$ cat config.mk
export PLATFORM = sky130hd
export DESIGN_NAME = corr_frame_sequencer
export DESIGN_NICKNAME = d
export VERILOG_FILES = /design/src/rtl/corr_frame_sequencer.sv
export SDC_FILE = /design/constraint.sdc
export NUM_CORES = 1
export LEC_CHECK = 0
export BUFFER_PORTS_ARGS = -buffer_cell sky130_fd_sc_hd__buf_4
export CAP_MARGIN = 20
export CORE_MARGIN = 1
export CORE_UTILIZATION = 48
export CTS_CLUSTER_SIZE = 25
export DETAILED_ROUTE_END_ITERATION = 7
export GPL_TIMING_DRIVEN = 0
export PLACE_DENSITY = 0.77
export RECOVER_POWER = 50
export SYNTH_ARGS = -nofsm -noshare
export SYNTH_HDL_FRONTEND = slang
export SYNTH_SLANG_ARGS = --single-unit
$ cat constraint.sdc
create_clock -name i_clk -period 2.5 [get_ports i_clk]
set_clock_uncertainty 0.1 [all_clocks]
set_input_delay 0.25 -clock i_clk [delete_from_list [all_inputs] [get_ports i_clk]]
set_output_delay 0.25 -clock i_clk [all_outputs]
set_load 0.01 [all_outputs]
$ cat src/rtl/corr_frame_sequencer.sv
// Frame sequencer: raster-order pixel fetch, pose latch, return-path alignment and drain/done.
// Optional CORR_CNT_EN adds o_corr_cnt, a count of i_corr_valid pulses seen while busy.
module corr_frame_sequencer #(
    parameter int RD_LAT        = 2,
    parameter int ADDR_BW       = 19,
    parameter int DRAIN_MAX     = 64,
    parameter int POSE_BW       = 16,
    parameter int H_SIZE_BW     = 10,
    parameter int V_SIZE_BW     = 10,
    parameter int DATA_RGB_BW   = 24,
    parameter int DATA_DEPTH_BW = 16
) (
    input  logic                          i_clk,
    input  logic                          i_rst_n,
    input  logic                          i_start,
    input  logic                          i_pose_valid,
    input  logic [11:0][POSE_BW-1:0]      i_pose,
    input  logic [H_SIZE_BW-1:0]          r_hsize,
    input  logic [V_SIZE_BW-1:0]          r_vsize,
    input  logic                          i_rd_ready,
    output logic                          o_rd_en,
    output logic [ADDR_BW-1:0]            o_rd_addr,
    input  logic [DATA_RGB_BW-1:0]        i_rd_data0,
    input  logic [DATA_DEPTH_BW-1:0]      i_rd_depth0,
    output logic                          o_valid,
    output logic                          o_frame_start,
    output logic                          o_frame_end,
    output logic [DATA_RGB_BW-1:0]        o_data0,
    output logic [DATA_DEPTH_BW-1:0]      o_depth0,
    output logic [11:0][POSE_BW-1:0]      o_pose,
    input  logic                          i_corr_valid,
    input  logic                          i_corr_frame_end,
    output logic                          o_busy,
    output logic                          o_done
`ifdef CORR_CNT_EN
    ,
    output logic [ADDR_BW-1:0]            o_corr_cnt
`endif
);

    // state  | meaning
    // IDLE   | waiting for i_start
    // STREAM | issuing reads in raster order
    // DRAIN  | waiting for the calculator's delayed frame_end (or timeout)
    // DONE   | one-cycle completion pulse
    typedef enum logic [1:0] {S_IDLE, S_STREAM, S_DRAIN, S_DONE} state_t;

    localparam int DC_BW = $clog2(DRAIN_MAX + 1);
    localparam logic [DC_BW-1:0]     DC_LAST = DC_BW'(DRAIN_MAX - 1);
    localparam logic [DC_BW-1:0]     DC_ONE  = DC_BW'(1);
    localparam logic [H_SIZE_BW-1:0] H_ONE   = H_SIZE_BW'(1);
    localparam logic [V_SIZE_BW-1:0] V_ONE   = V_SIZE_BW'(1);
    localparam logic [ADDR_BW-1:0]   A_ONE   = ADDR_BW'(1);

    state_t                     state_q;
    logic                       rd_en_q;
    logic                       busy_q;
    logic                       done_q;
    logic [H_SIZE_BW-1:0]       x_q, x_d;
    logic [V_SIZE_BW-1:0]       y_q, y_d;
    logic [ADDR_BW-1:0]         addr_q, addr_d;
    logic [DC_BW-1:0]           drain_cnt_q;
    logic [11:0][POSE_BW-1:0]   pose_q;
    logic [11:0][POSE_BW-1:0]   pend_q;
    logic                       pend_vld_q;

    logic                       rd_acc;
    logic                       x_last, y_last;
    logic                       px_first, px_last;

    logic [RD_LAT-1:0]          sr_vld_q, sr_first_q, sr_last_q;
    logic                       valid_q, fs_q, fe_q;
    logic [DATA_RGB_BW-1:0]     data_q;
    logic [DATA_DEPTH_BW-1:0]   depth_q;

`ifdef CORR_CNT_EN
    logic [ADDR_BW-1:0]         corr_cnt_q;
`else
    logic                       corr_valid_unused;
    assign corr_valid_unused = i_corr_valid;
`endif

    always_comb begin
        rd_acc   = rd_en_q & i_rd_ready;
        x_last   = (x_q == r_hsize - H_ONE);
        y_last   = (y_q == r_vsize - V_ONE);
        px_first = rd_acc & (x_q == '0) & (y_q == '0);
        px_last  = rd_acc & x_last & y_last;
        x_d      = x_last ? '0 : x_q + H_ONE;
        y_d      = x_last ? y_q + V_ONE : y_q;
        addr_d   = addr_q + A_ONE;
    end

    always_ff @(posedge i_clk or negedge i_rst_n) begin
        if (!i_rst_n) begin
            state_q     <= S_IDLE;
            rd_en_q     <= 1'b0;
            busy_q      <= 1'b0;
            done_q      <= 1'b0;
            x_q         <= '0;
            y_q         <= '0;
            addr_q      <= '0;
            drain_cnt_q <= '0;
            pose_q      <= '0;
            pend_q      <= '0;
            pend_vld_q  <= 1'b0;
`ifdef CORR_CNT_EN
            corr_cnt_q  <= '0;
`endif
        end else begin
            done_q <= 1'b0;
            if (i_pose_valid) begin
                pend_q     <= i_pose;
                pend_vld_q <= 1'b1;
            end
`ifdef CORR_CNT_EN
            if (busy_q && i_corr_valid) begin
                corr_cnt_q <= corr_cnt_q + A_ONE;
            end
`endif
            case (state_q)
                S_IDLE: begin
                    if (i_start) begin
                        state_q    <= S_STREAM;
                        busy_q     <= 1'b1;
                        rd_en_q    <= 1'b1;
                        x_q        <= '0;
                        y_q        <= '0;
                        addr_q     <= '0;
                        pend_vld_q <= 1'b0;
                        // a same-cycle pose strobe wins over the stored pending pose
                        if (i_pose_valid) begin
                            pose_q <= i_pose;
                        end else if (pend_vld_q) begin
                            pose_q <= pend_q;
                        end
`ifdef CORR_CNT_EN
                        corr_cnt_q <= '0;
`endif
                    end
                end
                S_STREAM: begin
                    if (px_last) begin
                        rd_en_q     <= 1'b0;
                        drain_cnt_q <= '0;
                        state_q     <= S_DRAIN;
                    end else if (rd_acc) begin
                        x_q    <= x_d;
                        y_q    <= y_d;
                        addr_q <= addr_d;
                    end
                end
                S_DRAIN: begin
                    if (i_corr_frame_end || drain_cnt_q == DC_LAST) begin
                        state_q <= S_DONE;
                        done_q  <= 1'b1;
                        busy_q  <= 1'b0;
                    end else begin
                        drain_cnt_q <= drain_cnt_q + DC_ONE;
                    end
                end
                S_DONE: begin
                    state_q <= S_IDLE;
                end
                default: begin
                    state_q <= S_IDLE;
                end
            endcase
        end
    end

    // Flags travel RD_LAT deep so they meet their data; one more stage registers both together.
    always_ff @(posedge i_clk or negedge i_rst_n) begin
        if (!i_rst_n) begin
            sr_vld_q   <= '0;
            sr_first_q <= '0;
            sr_last_q  <= '0;
            valid_q    <= 1'b0;
            fs_q       <= 1'b0;
            fe_q       <= 1'b0;
            data_q     <= '0;
            depth_q    <= '0;
        end else begin
            sr_vld_q[0]   <= rd_acc;
            sr_first_q[0] <= px_first;
            sr_last_q[0]  <= px_last;
            for (int i = 1; i < RD_LAT; i++) begin
                sr_vld_q[i]   <= sr_vld_q[i-1];
                sr_first_q[i] <= sr_first_q[i-1];
                sr_last_q[i]  <= sr_last_q[i-1];
            end
            valid_q <= sr_vld_q[RD_LAT-1];
            fs_q    <= sr_first_q[RD_LAT-1];
            fe_q    <= sr_last_q[RD_LAT-1];
            data_q  <= sr_vld_q[RD_LAT-1] ? i_rd_data0  : '0;
            depth_q <= sr_vld_q[RD_LAT-1] ? i_rd_depth0 : '0;
        end
    end

    assign o_rd_en       = rd_en_q;
    assign o_rd_addr     = addr_q;
    assign o_valid       = valid_q;
    assign o_frame_start = fs_q;
    assign o_frame_end   = fe_q;
    assign o_data0       = data_q;
    assign o_depth0      = depth_q;
    assign o_pose        = pose_q;
    assign o_busy        = busy_q;
    assign o_done        = done_q;
`ifdef CORR_CNT_EN
    assign o_corr_cnt    = corr_cnt_q;
`endif

endmodule

==> results.yml <==
route:
  dr.first_iter.drc_count: 725
  drt-total-wl_mm: 58.5
  route.detailed.drc: 0
  vias_per_cell: 5.31
  num_vias: 14600
  drtPass1Iterations: 5
  detail-route-antenna-nets: 0
  wl_per_cell_um: 21.3
global_routing:
  grt.busiest_layer: "met2"
  grtUsageMet2_pct: 49.1
  grt_max_degree: 123
  grt_pass1_wl_mm: 88.6
  grt_use_met1_pct: 31.7
  antenna_found_initial: 3
  grt_usage_pct: 27.7
  met3_usage_pct: 7.51
  grt_pass1_vias: 15800
  overflow: 0
timing:
  fmax_mhz: 370
  min_period_over_period_pct: 108
  timing.final.max_slew_violations: 62
  relSlewSlack_pct: -13.1
  final_hold_viol_count: 0
  period_needed_ns: 2.70
  setup_viol: 43
  rsz0062_at_grt: "true"
  worst_hold_slack_ns: 0.170
  worst_pin_slew_ns: 1.70
  setup_ws_ns: -0.204
logic_synthesis:
  synth_compound_area_share_pct: 3.83
  synth_ff_type: "dfrtp_1"
  yosys-mux-area-fraction_pct: 23.2
  synth-xor-area-share_pct: 0.858
  synthDistinctLibCells: 62
  synth_adder_area_share_pct: 0.710
  syn_area_sq_um: 19400
  synth_top_family_by_area: "multiplexers"
  synth_seq_area_share_pct: 62.6
  ys_async_sr_fraction_pct: 100
  yosys-top-cells-area: "dfrtp_1, mux2_2, and2_1, clkbuf_1, nand2_1"
  synth_top_area_share_pct: 62.6
  yosys.area_share.simple_pct: 6.87
  ys_warn_count: 0
  synth_top_area_cell: "dfrtp_1"
  yosysMostFrequentCell: "dfrtp_1"
  avgSynthCellArea_sq_um: 14.4
  synth_nets: 1618
  ys_top_cells_by_count: "dfrtp_1, mux2_2, clkbuf_1"
  synth_cells: 1348
  synth-seq-cells: 485
  synth_edf_count: 0
finish:
  drive_gt1_share_pct: 46.3
  nNetsFinal: 2448
  postLayoutCoreUtil_pct: 71.9
  syn_to_final_growth_pct: 47.7
  finalInstanceArea_sq_um: 28600
  num-fill-cells: 2463
floorplanning:
  die_height_um: 203
  coreArea_sq_um: 39800
  rows: 73
  start_util_pct: 48.7
  dieArea_sq_um: 41200
  die-width_um: 203
  ios: 516
cts:
  cts_sinks: 485
  path_clk_slew_ns: 0.06
  insertion_delay_ns: 0.59
  cts_buffers: 49
  htreeDepth: 2
  cts_tree: "yes"
  clock_path_buffers: 3
  clk_root_buffer_cell: "clkbuf_16"
place:
  dp_hpwl_mm: 36.5
  io_buffers: 513
  dp_slack_ns: -0.757
  gp_congestion: 0.860
  dpl_cell_area_sq_um: 24000
critical_path:
  worst_setup_path_start_kind: "flip-flop"
  path_class: "reg -> reg"
  worstSetupEndpointType: "flip-flop"
  worstPathRequired_ns: 2.87
  crit_fanout: 5
  worstPathArrival_ns: 3.07
run_status:
  violations: "capacitance limit, slew limit, setup timing"
  status: "finished with violations"
power_and_ir_drop:
  p_sw_share_pct: 22.1
  internal-power_mw: 13.6
  cellPowerDensity_nw_per_um2: 610
  leakage_nw: 13.6
  p_switching_mw: 3.86
  p_comb_share_pct: 8.2
  clkPwrFrac_pct: 44.6
  peakVddDrop_mv: 0.525
  power_mw: 17.5
  seqPwrFrac_pct: 47.2
min_path:
  hold_path.class: "in -> reg"
job:
  drv_cap: 1
==> routing by layer <==
layer / routed length, um / part of all wire (%)
met5: 0 / 0
met4: 2330 / 4.0
met3: 4120 / 7.0
met2: 30400 / 52
met1: 21700 / 37
==> registers in the layout, indices dropped and copies added (netlist names) <==
register,flops
o_depth0,16
sr_vld_q,2
o_rd_en,1
o_data0,24
o_pose,192
o_frame_start,1
drain_cnt_q,7
sr_first_q,2
pend_vld_q,1
o_valid,1
o_busy,1
pend_q,192
o_rd_addr,19
o_done,1
o_frame_end,1
sr_last_q,2
y_q,10
state_q,2
x_q,10
==> layout by cell type, fill, tap and decap left out, types with 16 or more instances in the layout <==
master / n
mux2_2: 370
dfrtp_1: 477
dlygate4sd3_1: 236
nor2_1: 21
a21oi_1: 16
inv_1: 19
clkbuf_1: 143
clkbuf_16: 52
buf_4: 425
nand4_1: 17
and2_0: 30
nand2_1: 39
clkbuf_2: 26
==> kinds of logic (layout without fill, tap and decap cells) <==
family | Yosys count | in the layout
flip-flops | 485 | 485
multiplexers | 401 | 401
AND/OR/NAND/NOR | 231 | 231
AO/OA/AOI/OAI | 107 | 107
buffers and inverters | 94 | 965
XOR/XNOR | 19 | 19
adder cells (fa/ha/maj) | 11 | 11
other | 0 | 4
==> worst paths after layout <==
path / startpoint / end / slack, ns / cells past startpoint
max reg2reg: x_q[9] / o_rd_addr[8] / -0.20 / 9
max: x_q[9] / o_rd_addr[8] / -0.20 / 9
max in group asynchronous: i_rst_n / x_q[8] / 0.17 / 3
min in group asynchronous: i_rst_n / o_pose[98] / 0.61 / 2
min: r_vsize[5] / sr_last_q[0] / 0.17 / 6
min reg2reg: sr_first_q[0] / sr_first_q[1] / 0.25 / 0
==> power groups by stage <==
stage | Clock [mW] | Sequential, mW | Combinational, mW
floorplan | 0 | 8.35 | 0.486
global placement | 0 | 8.36 | 1.02
detailed placement | 0 | 8.38 | 1.09
CTS | 7.88 | 8.23 | 1.43
global route | 8.23 | 8.26 | 1.56
finish | 7.79 | 8.24 | 1.44
==> worst max-delay path, stage by stage, from the launching register on <==
cell	delay, ns
dfrtp_1	0.42
xnor2_2	0.16
xnor2_1	0.13
or4_4	0.49
a211o_4	0.38
nand4bb_4	0.22
buf_8	0.16
buf_12	0.13
and3_1	0.16
a211o_1	0.25
==> final cells by class <==
| cell class | instances | area (sq um) | area share [%] |
|---|---|---|---|
| Sequential cell | 485 | 12100 | 42.4 |
| Multi-Input combinational cell | 769 | 7350 | 25.7 |
| Timing Repair Buffer | 785 | 6260 | 21.9 |
| Clock buffer | 70 | 1470 | 5.12 |
| Tap cell | 525 | 657 | 2.29 |
| Buffer | 68 | 388 | 1.35 |
| Clock inverter | 22 | 278 | 0.970 |
| Inverter | 20 | 75.1 | 0.262 |
| Antenna cell | 4 | 10.0 | 0.0350 |
==> metrics by stage <==
stage	setup TNS, ns	cells
floorplan	-0.0406	1348
global placement	-1861.17	2386
detailed placement	-73.68	2390
CTS	-3.75	2738
global route	-14.00	2747
finish	-5.52	2748
==> timing repair <==
| item | CTS | global route |
|---|---|---|
| endpoints found under the setup margin | 229 | 139 |
| endpoints found under the hold margin | 504 | 0 |
| setup buffers | 22 | 5 |
| hold buffers | 236 | 0 |
| pin swaps | 26 | 44 |
| cloned | 3 | 2 |
| gates resized for setup | 91 | 92 |
(Power assumes the default switching activity.)
